## src/rtl/regs_uart_fifo_if.sv

```systemverilog
// Local register bus for the UART CSR block: write channel, read request and registered read return.
interface regs_uart_fifo_if #(
    parameter int ADDR_W = 32,
    parameter int DATA_W = 32,
    parameter int STRB_W = DATA_W / 8
);
    logic [ADDR_W-1:0] waddr;
    logic [DATA_W-1:0] wdata;
    logic              wen;
    logic [STRB_W-1:0] wstrb;
    logic              wready;
    logic [ADDR_W-1:0] raddr;
    logic              ren;
    logic [DATA_W-1:0] rdata;
    logic              rvalid;

    modport master (
        output waddr, wdata, wen, wstrb, raddr, ren,
        input  wready, rdata, rvalid
    );

    modport slave (
        input  waddr, wdata, wen, wstrb, raddr, ren,
        output wready, rdata, rvalid
    );
endinterface

```

## src/rtl/regs_uart_fifo.sv

```systemverilog
// UART CSR block: TX/RX character FIFOs, control, sticky status flags, baud divisor and interrupt.
module regs_uart_fifo #(
    parameter int          ADDR_W     = 32,
    parameter int          DATA_W     = 32,
    parameter int          STRB_W     = DATA_W / 8,
    parameter int          CHAR_W     = 8,
    parameter int          TX_DEPTH   = 16,
    parameter int          RX_DEPTH   = 16,
    parameter logic [15:0] BAUD_RESET = 16'd434
) (
    input  logic              clk,
    input  logic              rst,
    regs_uart_fifo_if.slave   bus,
    output logic [CHAR_W-1:0] tx_data_out,
    output logic              tx_valid_out,
    input  logic              tx_ready_in,
    input  logic              tx_done_in,
    input  logic [CHAR_W-1:0] rx_data_in,
    input  logic              rx_valid_in,
    output logic [15:0]       baud_div_out,
    output logic              irq_out
);
    localparam int TX_AW = $clog2(TX_DEPTH);
    localparam int RX_AW = $clog2(RX_DEPTH);
    localparam int TX_LW = TX_AW + 1;
    localparam int RX_LW = RX_AW + 1;
    localparam logic [ADDR_W-1:0] A_DATA = ADDR_W'(32'h0);
    localparam logic [ADDR_W-1:0] A_STAT = ADDR_W'(32'h4);
    localparam logic [ADDR_W-1:0] A_CTRL = ADDR_W'(32'h8);
    localparam logic [ADDR_W-1:0] A_BAUD = ADDR_W'(32'hC);

    logic [CHAR_W-1:0] tx_mem_q [TX_DEPTH];
    logic [CHAR_W-1:0] rx_mem_q [RX_DEPTH];
    logic [TX_AW-1:0]  tx_wptr_q, tx_rptr_q;
    logic [RX_AW-1:0]  rx_wptr_q, rx_rptr_q;
    logic [TX_LW-1:0]  tx_lvl_q;
    logic [RX_LW-1:0]  rx_lvl_q;
    logic              tx_en_q, rx_en_q;
    logic [2:0]        ie_q;
    logic              tx_ovf_q, rx_ovf_q, tx_done_q;
    logic [15:0]       baud_q;
    logic              ren_q, rvalid_q, irq_q;
    logic [DATA_W-1:0] rdata_q;

    logic tx_empty_s, tx_full_s, rx_empty_s, rx_full_s;
    logic wr_data_s, wr_ctrl_s, wr_baud_s, tx_flush_s, rx_flush_s;
    logic rd_first_s, rd_data_s, rd_stat_s;
    logic tx_push_s, tx_pop_s, tx_ovf_set_s, rx_push_s, rx_pop_s, rx_ovf_set_s;
    logic irq_d;
    logic [15:0]       baud_d;
    logic [31:0]       stat_s;
    logic [DATA_W-1:0] rd_mux_s;
    logic              unused_s;

    assign tx_empty_s = (tx_lvl_q == TX_LW'(0));
    assign tx_full_s  = (tx_lvl_q == TX_LW'(TX_DEPTH));
    assign rx_empty_s = (rx_lvl_q == RX_LW'(0));
    assign rx_full_s  = (rx_lvl_q == RX_LW'(RX_DEPTH));

    assign wr_data_s  = bus.wen && (bus.waddr == A_DATA) && bus.wstrb[0];
    assign wr_ctrl_s  = bus.wen && (bus.waddr == A_CTRL) && bus.wstrb[0];
    assign wr_baud_s  = bus.wen && (bus.waddr == A_BAUD) && (bus.wstrb[1:0] != 2'b00);
    assign tx_flush_s = wr_ctrl_s && bus.wdata[2];
    assign rx_flush_s = wr_ctrl_s && bus.wdata[3];

    // Side effects of a read fire only on its first cycle, so a held ren acts once.
    assign rd_first_s = bus.ren && !ren_q;
    assign rd_data_s  = rd_first_s && (bus.raddr == A_DATA);
    assign rd_stat_s  = rd_first_s && (bus.raddr == A_STAT);

    // A push into a full FIFO is dropped even if the core pops in the same cycle.
    assign tx_pop_s     = tx_valid_out && tx_ready_in && !tx_flush_s;
    assign tx_push_s    = wr_data_s && !tx_full_s && !tx_flush_s;
    assign tx_ovf_set_s = wr_data_s && tx_full_s && !tx_flush_s;
    assign rx_pop_s     = rd_data_s && !rx_empty_s && !rx_flush_s;
    assign rx_push_s    = rx_valid_in && rx_en_q && !rx_full_s && !rx_flush_s;
    assign rx_ovf_set_s = rx_valid_in && rx_en_q && rx_full_s && !rx_flush_s;

    assign bus.wready   = 1'b1;
    assign bus.rdata    = rdata_q;
    assign bus.rvalid   = rvalid_q;
    assign baud_div_out = baud_q;
    assign irq_out      = irq_q;
    assign tx_valid_out = !tx_empty_s && tx_en_q;
    assign unused_s     = ^{bus.wdata[DATA_W-1:16], bus.wstrb[STRB_W-1:2]};

    // TX head is shown only while the FIFO holds data so reset and empty read as zero.
    always_comb begin
        tx_data_out = '0;
        if (!tx_empty_s) begin
            tx_data_out = tx_mem_q[tx_rptr_q];
        end else begin
            tx_data_out = '0;
        end
    end

    // Byte-wise BAUD merge; a zero divisor would stall the baud generator, so store 1 instead.
    always_comb begin
        baud_d = baud_q;
        if (bus.wstrb[0]) begin
            baud_d[7:0] = bus.wdata[7:0];
        end else begin
            baud_d[7:0] = baud_q[7:0];
        end
        if (bus.wstrb[1]) begin
            baud_d[15:8] = bus.wdata[15:8];
        end else begin
            baud_d[15:8] = baud_q[15:8];
        end
        if (baud_d == 16'd0) begin
            baud_d = 16'd1;
        end else begin
            baud_d = baud_d;
        end
    end

    // Read-data mux and interrupt source, both taken from state before this cycle's side effects.
    always_comb begin
        stat_s = {8'h00, 8'(rx_lvl_q), 8'(tx_lvl_q), 1'b0, tx_done_q, rx_ovf_q, tx_ovf_q,
                  rx_full_s, rx_empty_s, tx_empty_s, tx_full_s};
        irq_d  = (ie_q[0] && tx_empty_s) || (ie_q[1] && !rx_empty_s) ||
                 (ie_q[2] && (tx_ovf_q || rx_ovf_q));
        case (bus.raddr)
            A_DATA:  rd_mux_s = rx_empty_s ? '0 : DATA_W'(rx_mem_q[rx_rptr_q]);
            A_STAT:  rd_mux_s = DATA_W'(stat_s);
            A_CTRL:  rd_mux_s = DATA_W'({ie_q, 2'b00, rx_en_q, tx_en_q});
            A_BAUD:  rd_mux_s = DATA_W'(baud_q);
            default: rd_mux_s = '0;
        endcase
    end

    // FIFO storage; contents are qualified by the levels, so no reset is needed.
    always_ff @(posedge clk) begin
        if (tx_push_s) tx_mem_q[tx_wptr_q] <= bus.wdata[CHAR_W-1:0];
        if (rx_push_s) rx_mem_q[rx_wptr_q] <= rx_data_in;
    end

    // FIFO pointers and levels; flush wins over any same-cycle push or pop.
    always_ff @(posedge clk or posedge rst) begin
        if (rst) begin
            tx_wptr_q <= '0; tx_rptr_q <= '0; tx_lvl_q <= '0;
            rx_wptr_q <= '0; rx_rptr_q <= '0; rx_lvl_q <= '0;
        end else begin
            if (tx_flush_s) begin
                tx_wptr_q <= '0; tx_rptr_q <= '0; tx_lvl_q <= '0;
            end else begin
                if (tx_push_s) tx_wptr_q <= tx_wptr_q + TX_AW'(1);
                if (tx_pop_s)  tx_rptr_q <= tx_rptr_q + TX_AW'(1);
                tx_lvl_q <= tx_lvl_q + TX_LW'(tx_push_s) - TX_LW'(tx_pop_s);
            end
            if (rx_flush_s) begin
                rx_wptr_q <= '0; rx_rptr_q <= '0; rx_lvl_q <= '0;
            end else begin
                if (rx_push_s) rx_wptr_q <= rx_wptr_q + RX_AW'(1);
                if (rx_pop_s)  rx_rptr_q <= rx_rptr_q + RX_AW'(1);
                rx_lvl_q <= rx_lvl_q + RX_LW'(rx_push_s) - RX_LW'(rx_pop_s);
            end
        end
    end

    // Control, baud and sticky flags; a flag set in the cycle it is read stays set.
    always_ff @(posedge clk or posedge rst) begin
        if (rst) begin
            tx_en_q   <= 1'b1;
            rx_en_q   <= 1'b1;
            ie_q      <= 3'b000;
            baud_q    <= BAUD_RESET;
            tx_ovf_q  <= 1'b0;
            rx_ovf_q  <= 1'b0;
            tx_done_q <= 1'b0;
        end else begin
            if (wr_ctrl_s) begin
                tx_en_q <= bus.wdata[0];
                rx_en_q <= bus.wdata[1];
                ie_q    <= bus.wdata[6:4];
            end
            if (wr_baud_s) baud_q <= baud_d;
            tx_ovf_q  <= tx_ovf_set_s || (tx_ovf_q && !rd_stat_s);
            rx_ovf_q  <= rx_ovf_set_s || (rx_ovf_q && !rd_stat_s);
            tx_done_q <= tx_done_in   || (tx_done_q && !rd_stat_s);
        end
    end

    // Registered read return, first-cycle read detector and interrupt output.
    always_ff @(posedge clk or posedge rst) begin
        if (rst) begin
            ren_q    <= 1'b0;
            rvalid_q <= 1'b0;
            rdata_q  <= '0;
            irq_q    <= 1'b0;
        end else begin
            ren_q    <= bus.ren;
            rvalid_q <= bus.ren;
            rdata_q  <= bus.ren ? rd_mux_s : '0;
            irq_q    <= irq_d;
        end
    end
endmodule

```

## src/flat_wrapper.sv

```systemverilog
// flat-port wrapper written by rule: the top's interface ports become plain ports
module regs_uart_fifo_flat 
#(
    parameter int          ADDR_W     = 32,
    parameter int          DATA_W     = 32,
    parameter int          STRB_W     = DATA_W / 8,
    parameter int          CHAR_W     = 8,
    parameter int          TX_DEPTH   = 16,
    parameter int          RX_DEPTH   = 16,
    parameter logic [15:0] BAUD_RESET = 16'd434
)
  (clk, rst, tx_data_out, tx_valid_out, tx_ready_in, tx_done_in, rx_data_in, rx_valid_in, baud_div_out, irq_out, bus_waddr, bus_wdata, bus_wen, bus_wstrb, bus_raddr, bus_ren, bus_wready, bus_rdata, bus_rvalid);
  regs_uart_fifo_if #(.ADDR_W(ADDR_W), .DATA_W(DATA_W), .STRB_W(STRB_W)) bus_i ();
  input  logic clk;
  input  logic rst;
  output logic [CHAR_W-1:0] tx_data_out;
  output logic tx_valid_out;
  input  logic tx_ready_in;
  input  logic tx_done_in;
  input  logic [CHAR_W-1:0] rx_data_in;
  input  logic rx_valid_in;
  output logic [15:0] baud_div_out;
  output logic irq_out;
  input wire logic [$bits(bus_i.waddr)-1:0] bus_waddr;
  input wire logic [$bits(bus_i.wdata)-1:0] bus_wdata;
  input wire logic [$bits(bus_i.wen)-1:0] bus_wen;
  input wire logic [$bits(bus_i.wstrb)-1:0] bus_wstrb;
  input wire logic [$bits(bus_i.raddr)-1:0] bus_raddr;
  input wire logic [$bits(bus_i.ren)-1:0] bus_ren;
  output wire logic [$bits(bus_i.wready)-1:0] bus_wready;
  output wire logic [$bits(bus_i.rdata)-1:0] bus_rdata;
  output wire logic [$bits(bus_i.rvalid)-1:0] bus_rvalid;
  assign bus_i.waddr = bus_waddr;
  assign bus_i.wdata = bus_wdata;
  assign bus_i.wen = bus_wen;
  assign bus_i.wstrb = bus_wstrb;
  assign bus_i.raddr = bus_raddr;
  assign bus_i.ren = bus_ren;
  assign bus_wready = bus_i.wready;
  assign bus_rdata = bus_i.rdata;
  assign bus_rvalid = bus_i.rvalid;
  regs_uart_fifo #(.ADDR_W(ADDR_W), .DATA_W(DATA_W), .STRB_W(STRB_W), .CHAR_W(CHAR_W), .TX_DEPTH(TX_DEPTH), .RX_DEPTH(RX_DEPTH), .BAUD_RESET(BAUD_RESET)) u_core (.clk(clk), .rst(rst), .bus(bus_i), .tx_data_out(tx_data_out), .tx_valid_out(tx_valid_out), .tx_ready_in(tx_ready_in), .tx_done_in(tx_done_in), .rx_data_in(rx_data_in), .rx_valid_in(rx_valid_in), .baud_div_out(baud_div_out), .irq_out(irq_out));
endmodule
```

## config.mk

```make
export PLATFORM = sky130hd
export DESIGN_NAME = regs_uart_fifo_flat
export DESIGN_NICKNAME = d
export VERILOG_FILES = /design/src/rtl/regs_uart_fifo_if.sv /design/src/rtl/regs_uart_fifo.sv /design/src/flat_wrapper.sv
export SDC_FILE = /design/constraint.sdc
export NUM_CORES = 1
export LEC_CHECK = 0
export CAP_MARGIN = 5
export CORE_MARGIN = 10
export CORE_UTILIZATION = 50
export CTS_CLUSTER_DIAMETER = 50
export CTS_CLUSTER_SIZE = 16
export DETAILED_ROUTE_END_ITERATION = 10
export PLACE_DENSITY = 0.78
export SYNTH_ARGS = -nofsm -noshare
export SYNTH_HDL_FRONTEND = slang
export SYNTH_SLANG_ARGS = --single-unit
```

## constraint.sdc

```tcl
create_clock -name clk -period 2.77 [get_ports clk]
set_input_delay 0.554 -clock clk [delete_from_list [all_inputs] [get_ports clk]]
set_output_delay 0.554 -clock clk [all_outputs]
set_load 0.01 [all_outputs]
```

==> impl_metrics.ini, run 1 <==
[run_status]
outcome = complete, but fails checks
violations = negative setup slack

[setup_path]
start_kind = flip-flop
worst_ep_arrival_time_ps = 2640
end_kind = primary output
critPathKind = flip-flop to primary output
worstPathMaxFanout = 6
crit_required_ps = 2220

[die]
start_util_pct = 50.4
die_w_um = 187
io_pins = 175
die_h_um = 187
die_area_sq_um = 34900
num_rows = 61
core_sq_um = 27600

[drt]
ant_nets = 0
vias = 8397
wl_per_cell_um = 22.9
wl_mm = 34.2
vias_per_cell = 5.63
drc = 0
dr.pass1.iters = 5
drtIter0Drc = 719

[final_layout]
diodes = 0
multiInputGateArea_sq_um = 4390
final_cell_mix = edfxtp_1, clkdlybuf4s50_1, buf_4
ff_latch_area_sq_um = 9530
fin_util_pct = 65.5
final_common_cell = edfxtp_1
drive_above_1_share_pct = 31.6
stdcell_count = 1492
nets = 1231
syn_to_final_growth_pct = 29.8
num-fill-cells = 1910

[global_routing]
grt_use_total_pct = 19.2
overflow = 0
grt_pass1_vias = 8818
grt_pass1_wl_mm = 52.8
antenna_found_initial = 0
grt_max_degree = 43

[timing]
slew_viol_final = 0
skew_ps = 26.1
setup_ws_ps = -428
finalCritPeriodShare_pct = 115
hold_violations = 0
rsz0062_at_grt = yes
maxSlewHeadroom_pct = 47.0
final.min_clock_period_ps = 3200
setup_viol = 9
worst_pin_slew_ps = 794
clock.fmax_ghz = 0.313

[logic_synthesis]
synth_cells = 840
synth_area_sq_um = 13900
synth-main-ff-cell = edfxtp_1
synth_edf_count = 256
yosysWarnings = 0
synth-seq-area-share_pct = 68.4
ys_types = 56
ys_ff_latch = 329
ys_top_cells_by_area = edfxtp_1, dfrtp_1, mux4_2
yosysTopAreaCell = edfxtp_1
async_flop_share_pct = 22.2
avgSynthCellArea_sq_um = 16.6
synth_top_area_share_pct = 55.2

[power]
intPower_mw = 7.80
peakVddDrop_mv = 0.523
p_seq_share_pct = 54.4
power_per_cell_area_nw_per_um2 = 542
swShare_pct = 20.4
clkPwrFrac_pct = 42.5
p_leak_nw = 6.41
netSwitchingPower_mw = 2.00
pwr-share-comb_pct = 3.2

[placed_design]
place_congestion = 0.817
io_buffers = 144
dp_hpwl_mm = 23.5
dp_slack_ps = -760
placed_cells = 1408

[clock_tree]
clk_pin_slew_worst_paths_ps = 70
clock_path_buffers = 3
cts_sinks = 329
cts-root-buf = clkbuf_16
htreeDepth = 1
cts-buffers-inserted = 30
cts_tree = built
worstSkewPairLatency_ps = 560
ctsHoldBuffers = 0

[hold_path]
min_path_type = input port to asynchronous set/reset pin

[job]
drv_cap = 0
-- power groups by stage --
stage,Sequential [mW],Clock (mW),Combinational [mW]
5_1_grt,5.32,4.43,0.336
6_report,5.33,4.16,0.310
3_3_place_gp,5.43,0,0.309
2_1_floorplan,5.43,0,0.0756
3_5_place_dp,5.43,0,0.318
4_1_cts,5.33,4.22,0.306
-- per-layer routing --
layer  global-route usage [%]  part of all wire [%]
met1                     23.1                    38
met2                     35.4                    54
met3                     3.17                   5.7
met4                     4.19                   1.9
met5                        0                     0
-- worst max-delay path: stages, from the launching register on --
cell,delay [ps]
dfrtp_2,510
buf_12,170
buf_8,110
mux4_2,510
mux4_2,510
nor2b_1,140
buf_2,130
-- path summary, 6_finish.rpt --
path / from / to / slack [ps] / cells past startpoint
worst max-delay path: u_core.tx_rptr_q[0]$_DFFE_PP0P_ / tx_data_out[7] / -430 / 6
min in group clk: u_core.tx_done_q$_DFF_PP0_ / u_core.tx_done_q$_DFF_PP0_ / 530 / 2
worst min register to register: u_core.tx_done_q$_DFF_PP0_ / u_core.tx_done_q$_DFF_PP0_ / 530 / 2
worst min-delay path: rst / u_core.tx_lvl_q[4]$_DFF_PP0_ / 260 / 2
worst max register to register: u_core.rx_lvl_q[2]$_DFF_PP0_ / u_core.rx_lvl_q[4]$_DFF_PP0_ / -80 / 16
max in group asynchronous: rst / u_core.baud_div_out[7]$_DFFE_PP1P_ / 1900 / 3
-- what timing repair did --
action                     4_1_cts  5_1_grt
setup endpoints to repair       22       91
cloned                           2        0
buffers inserted                17       12
pin swaps                       12       28
gates resized for setup         81       65
-- state kept, by name, indices dropped and copies added (netlist names) --
signal and flops:
u_core.tx_lvl_q 5, u_core.tx_done_q 1, u_core.bus.rdata 21, u_core.tx_en_q 1
u_core.rx_wptr_q 4, u_core.irq_out 1, u_core.tx_mem_q 128, u_core.rx_ovf_q 1
u_core.ren_q 1, u_core.rx_lvl_q 5, u_core.tx_ovf_q 1, u_core.rx_rptr_q 4
u_core.tx_rptr_q 4, u_core.tx_wptr_q 4, u_core.ie_q 3, u_core.baud_div_out 16
u_core.rx_en_q 1, u_core.rx_mem_q 128
-- final cells by class --
type	instances	area share, %
flip-flops and latches	329	52.7
multi-input cells	433	24.3
repair buffers	264	14.2
clock buffers	39	4.57
well taps	378	2.62
clock inverters	15	0.982
inverters	34	0.713
-- stage by stage --
stage | cell area, sq um | hold slack [ps] | TNS, ps | power [mW]
after floorplan | 14100 | 462 | -18880 | 5.51
after global placement | 16600 | 516 | -95920 | 5.74
after detailed placement | 16600 | 521 | -106690 | 5.75
after CTS | 17800 | 244 | -3450 | 9.85
after global routing | 18100 | 283 | -4020 | 10.1
final | 18100 | 256 | -3320 | 9.80
-- kinds of logic after synthesis --
logic type,Yosys count,synth area share (%)
other cells,2,0.0539
mux,116,15.0
compound gates,53,2.33
flops,329,68.4
fa+ha+maj,24,2.26
buf+inv,88,2.82
xor+xnor,15,0.943
simple gates,213,8.25
-- synth_stat cells (all sizes together), types with 3 or more instances --
| cell type | count |
|---|---|
| a21oi | 14 |
| a22oi | 7 |
| and2 | 7 |
| and3 | 6 |
| and4 | 3 |
| buf | 26 |
| clkbuf | 28 |
| dfrtp | 66 |
| dfstp | 7 |
| edfxtp | 256 |
| ha | 22 |
| inv | 34 |
| mux2 | 29 |
| mux2i | 16 |
| mux4 | 71 |
| nand2 | 38 |
| nand3 | 19 |
| nand4 | 8 |
| nor2 | 44 |
| nor2b | 15 |
| nor3 | 20 |
| nor3b | 5 |
| nor4 | 27 |
| nor4b | 7 |
| o21ai | 14 |
| o22ai | 5 |
| xnor2 | 7 |
| xor2 | 8 |
(Power assumes the default switching activity.)
==> run 2, diff against run 1 <==
PLACE_DENSITY = 0.76   (was 0.78)
==> run 2 against run 1 <==
  * The run still ends with negative setup slack left
  * Sequential cell count unchanged
  * Hold slack better by 80 ps
  * Non-clock buffer count is 20 lower
  * Critical path depth unchanged
  * First-iteration DRC count fell by 21%
  * Register-to-register slack got worse by 60 ps
  * Via count decreased by 2.4%
  * Sequential power is essentially flat
  * Largest cell class unchanged
==> impl_metrics.ini, run 2 (synthesis gave the netlist of run 1 again) <==
[run_status]
outcome = complete, but fails checks
violations = negative setup slack

[placed_design]
dp_slack_ps = -750
place_congestion = 0.847
dp_hpwl_mm = 23.4
io_buffers = 144

[setup_path]
crit_path_frequent_cell = mux4_2
end_kind = primary output
worst_ep_arrival_time_ps = 2590
path_delay_family = multiplexers
crit_chain = buf_6, buf_8, mux4_2, mux4_2, nor2b_1, buf_2
critPathKind = flip-flop to primary output
crit_buf_inv = 3
max_stage_delay_ps = 520
critPathLaunch = u_core.tx_rptr_q[0]$_DFFE_PP0P_
start_kind = flip-flop
worstPathMaxFanout = 5
worstReg2RegStart = u_core.rx_lvl_q[3]$_DFF_PP0_
crit_required_ps = 2220
cp_slowest_cell = mux4_2

[clock_tree]
cts-root-buf = clkbuf_16
clock_path_buffers = 3
cts_tree = built
htreeDepth = 1
clk_pin_slew_worst_paths_ps = 70
worstSkewPairLatency_ps = 560
ctsHoldBuffers = 0
cts_sinks = 329
cts-buffers-inserted = 30

[power]
peakVddDrop_mv = 0.530
total_power_mw = 9.87
p_leak_nw = 6.40
power_per_cell_area_nw_per_um2 = 551

[timing]
final.min_clock_period_ps = 3140
maxSlewHeadroom_pct = 26.0
slew_viol_final = 0
rsz0062_at_grt = yes
skew_ps = 23.1
setup_ws_ps = -370
worst_pin_slew_ps = 1100
finalCritPeriodShare_pct = 113
hold_violations = 0
setup_viol = 9
clock.fmax_ghz = 0.318

[die]
core_sq_um = 27600
io_pins = 175
die_area_sq_um = 34900
die_w_um = 187
num_rows = 61
start_util_pct = 50.4
die_h_um = 187

[final_layout]
diodes = 0
drive_above_1_share_pct = 29.8
num-fill-cells = 1940
final_common_cell = edfxtp_1
syn_to_final_growth_pct = 28.5
multiInputGateArea_sq_um = 4370
final_cell_mix = edfxtp_1, clkdlybuf4s50_1, buf_4
nets = 1211
ff_latch_area_sq_um = 9530

[global_routing]
overflow = 0
grt_use_total_pct = 18.4
grt_pass1_wl_mm = 50.4
grt_pass1_vias = 8471
antenna_found_initial = 0
grt_max_degree = 49

[job]
drv_cap = 0

[drt]
vias_per_cell = 5.56
wl_per_cell_um = 22.5
wl_mm = 33.2
ant_nets = 0
drc = 0
vias = 8193
drtIter0Drc = 569
dr.pass1.iters = 4

[hold_path]
min_path_type = input port to asynchronous set/reset pin
==> run 2: changes by cell type in the layout (fill, tap and decap cells not counted), moves of 4 or more <==
cell             previous run  this run
clkdlybuf4s50_1           104        97
buf_12                     18        14
buf_4                      93        77
buf_6                       4         8
nor2_2                      7         0
clkdlybuf4s15_1             6        10
dlygate4sd2_1              19        15
nor2_1                     36        43
dlymetal6s2s_1              2        12
==> run 2: worst paths after layout <==
kind                                                       to  slack (ps)  cells after the start
max in group asynchronous  u_core.baud_div_out[7]$_DFFE_PP1P_        1760                      3
max reg2reg                      u_core.rx_lvl_q[4]$_DFF_PP0_        -140                     16
min reg2reg                        u_core.tx_done_q$_DFF_PP0_         530                      2
min in group clk                   u_core.tx_done_q$_DFF_PP0_         530                      2
max                                            tx_data_out[7]        -370                      6
min                        u_core.baud_div_out[0]$_DFFE_PP0P_         340                      2
==> run 2: final cells by class <==
class	instances	share of cell area, %
well taps	378	2.64
inverters	34	0.734
multi-input cells	433	24.4
clock inverters	14	0.979
flip-flops and latches	329	53.2
repair buffers	244	13.2
clock buffers	42	4.79
==> run 2: per-layer routing <==
metal  GRT usage [%]  vias to the layer above  part of all wire (%)
li1                -                     3698                     -
met1            22.6                     4185                    39
met2            33.2                      259                    54
met3            2.70                       51                   4.6
met4            4.68                        0                   2.4
met5               0                        -                     0
==> run 2: report_power, final <==
group          switching (mW)  internal, mW
combinational           0.166         0.150
clock                    1.83          2.40
sequential            0.00115          5.32
total                    1.99          7.87
==> run 2: timing repair <==
action                     CTS  global route
pin swaps                   14            32
cloned                       1             0
setup endpoints to repair   28            26
resized for setup           80            67
setup buffers               10             8
==> run 2: stage by stage <==
step           std cells  TNS, ps  hold WS, ps  utilization [%]  area [sq um]
2_1_floorplan        850   -18880          462                -         14100
5_1_grt             1474    -3770          365             64.8         17900
3_3_place_gp        1404   -91090          498             59.9         16600
3_5_place_dp        1404   -98730          501             59.9         16600
6_report            1474    -2830          337             64.8         17900
4_1_cts             1469    -3010          333             64.0         17700
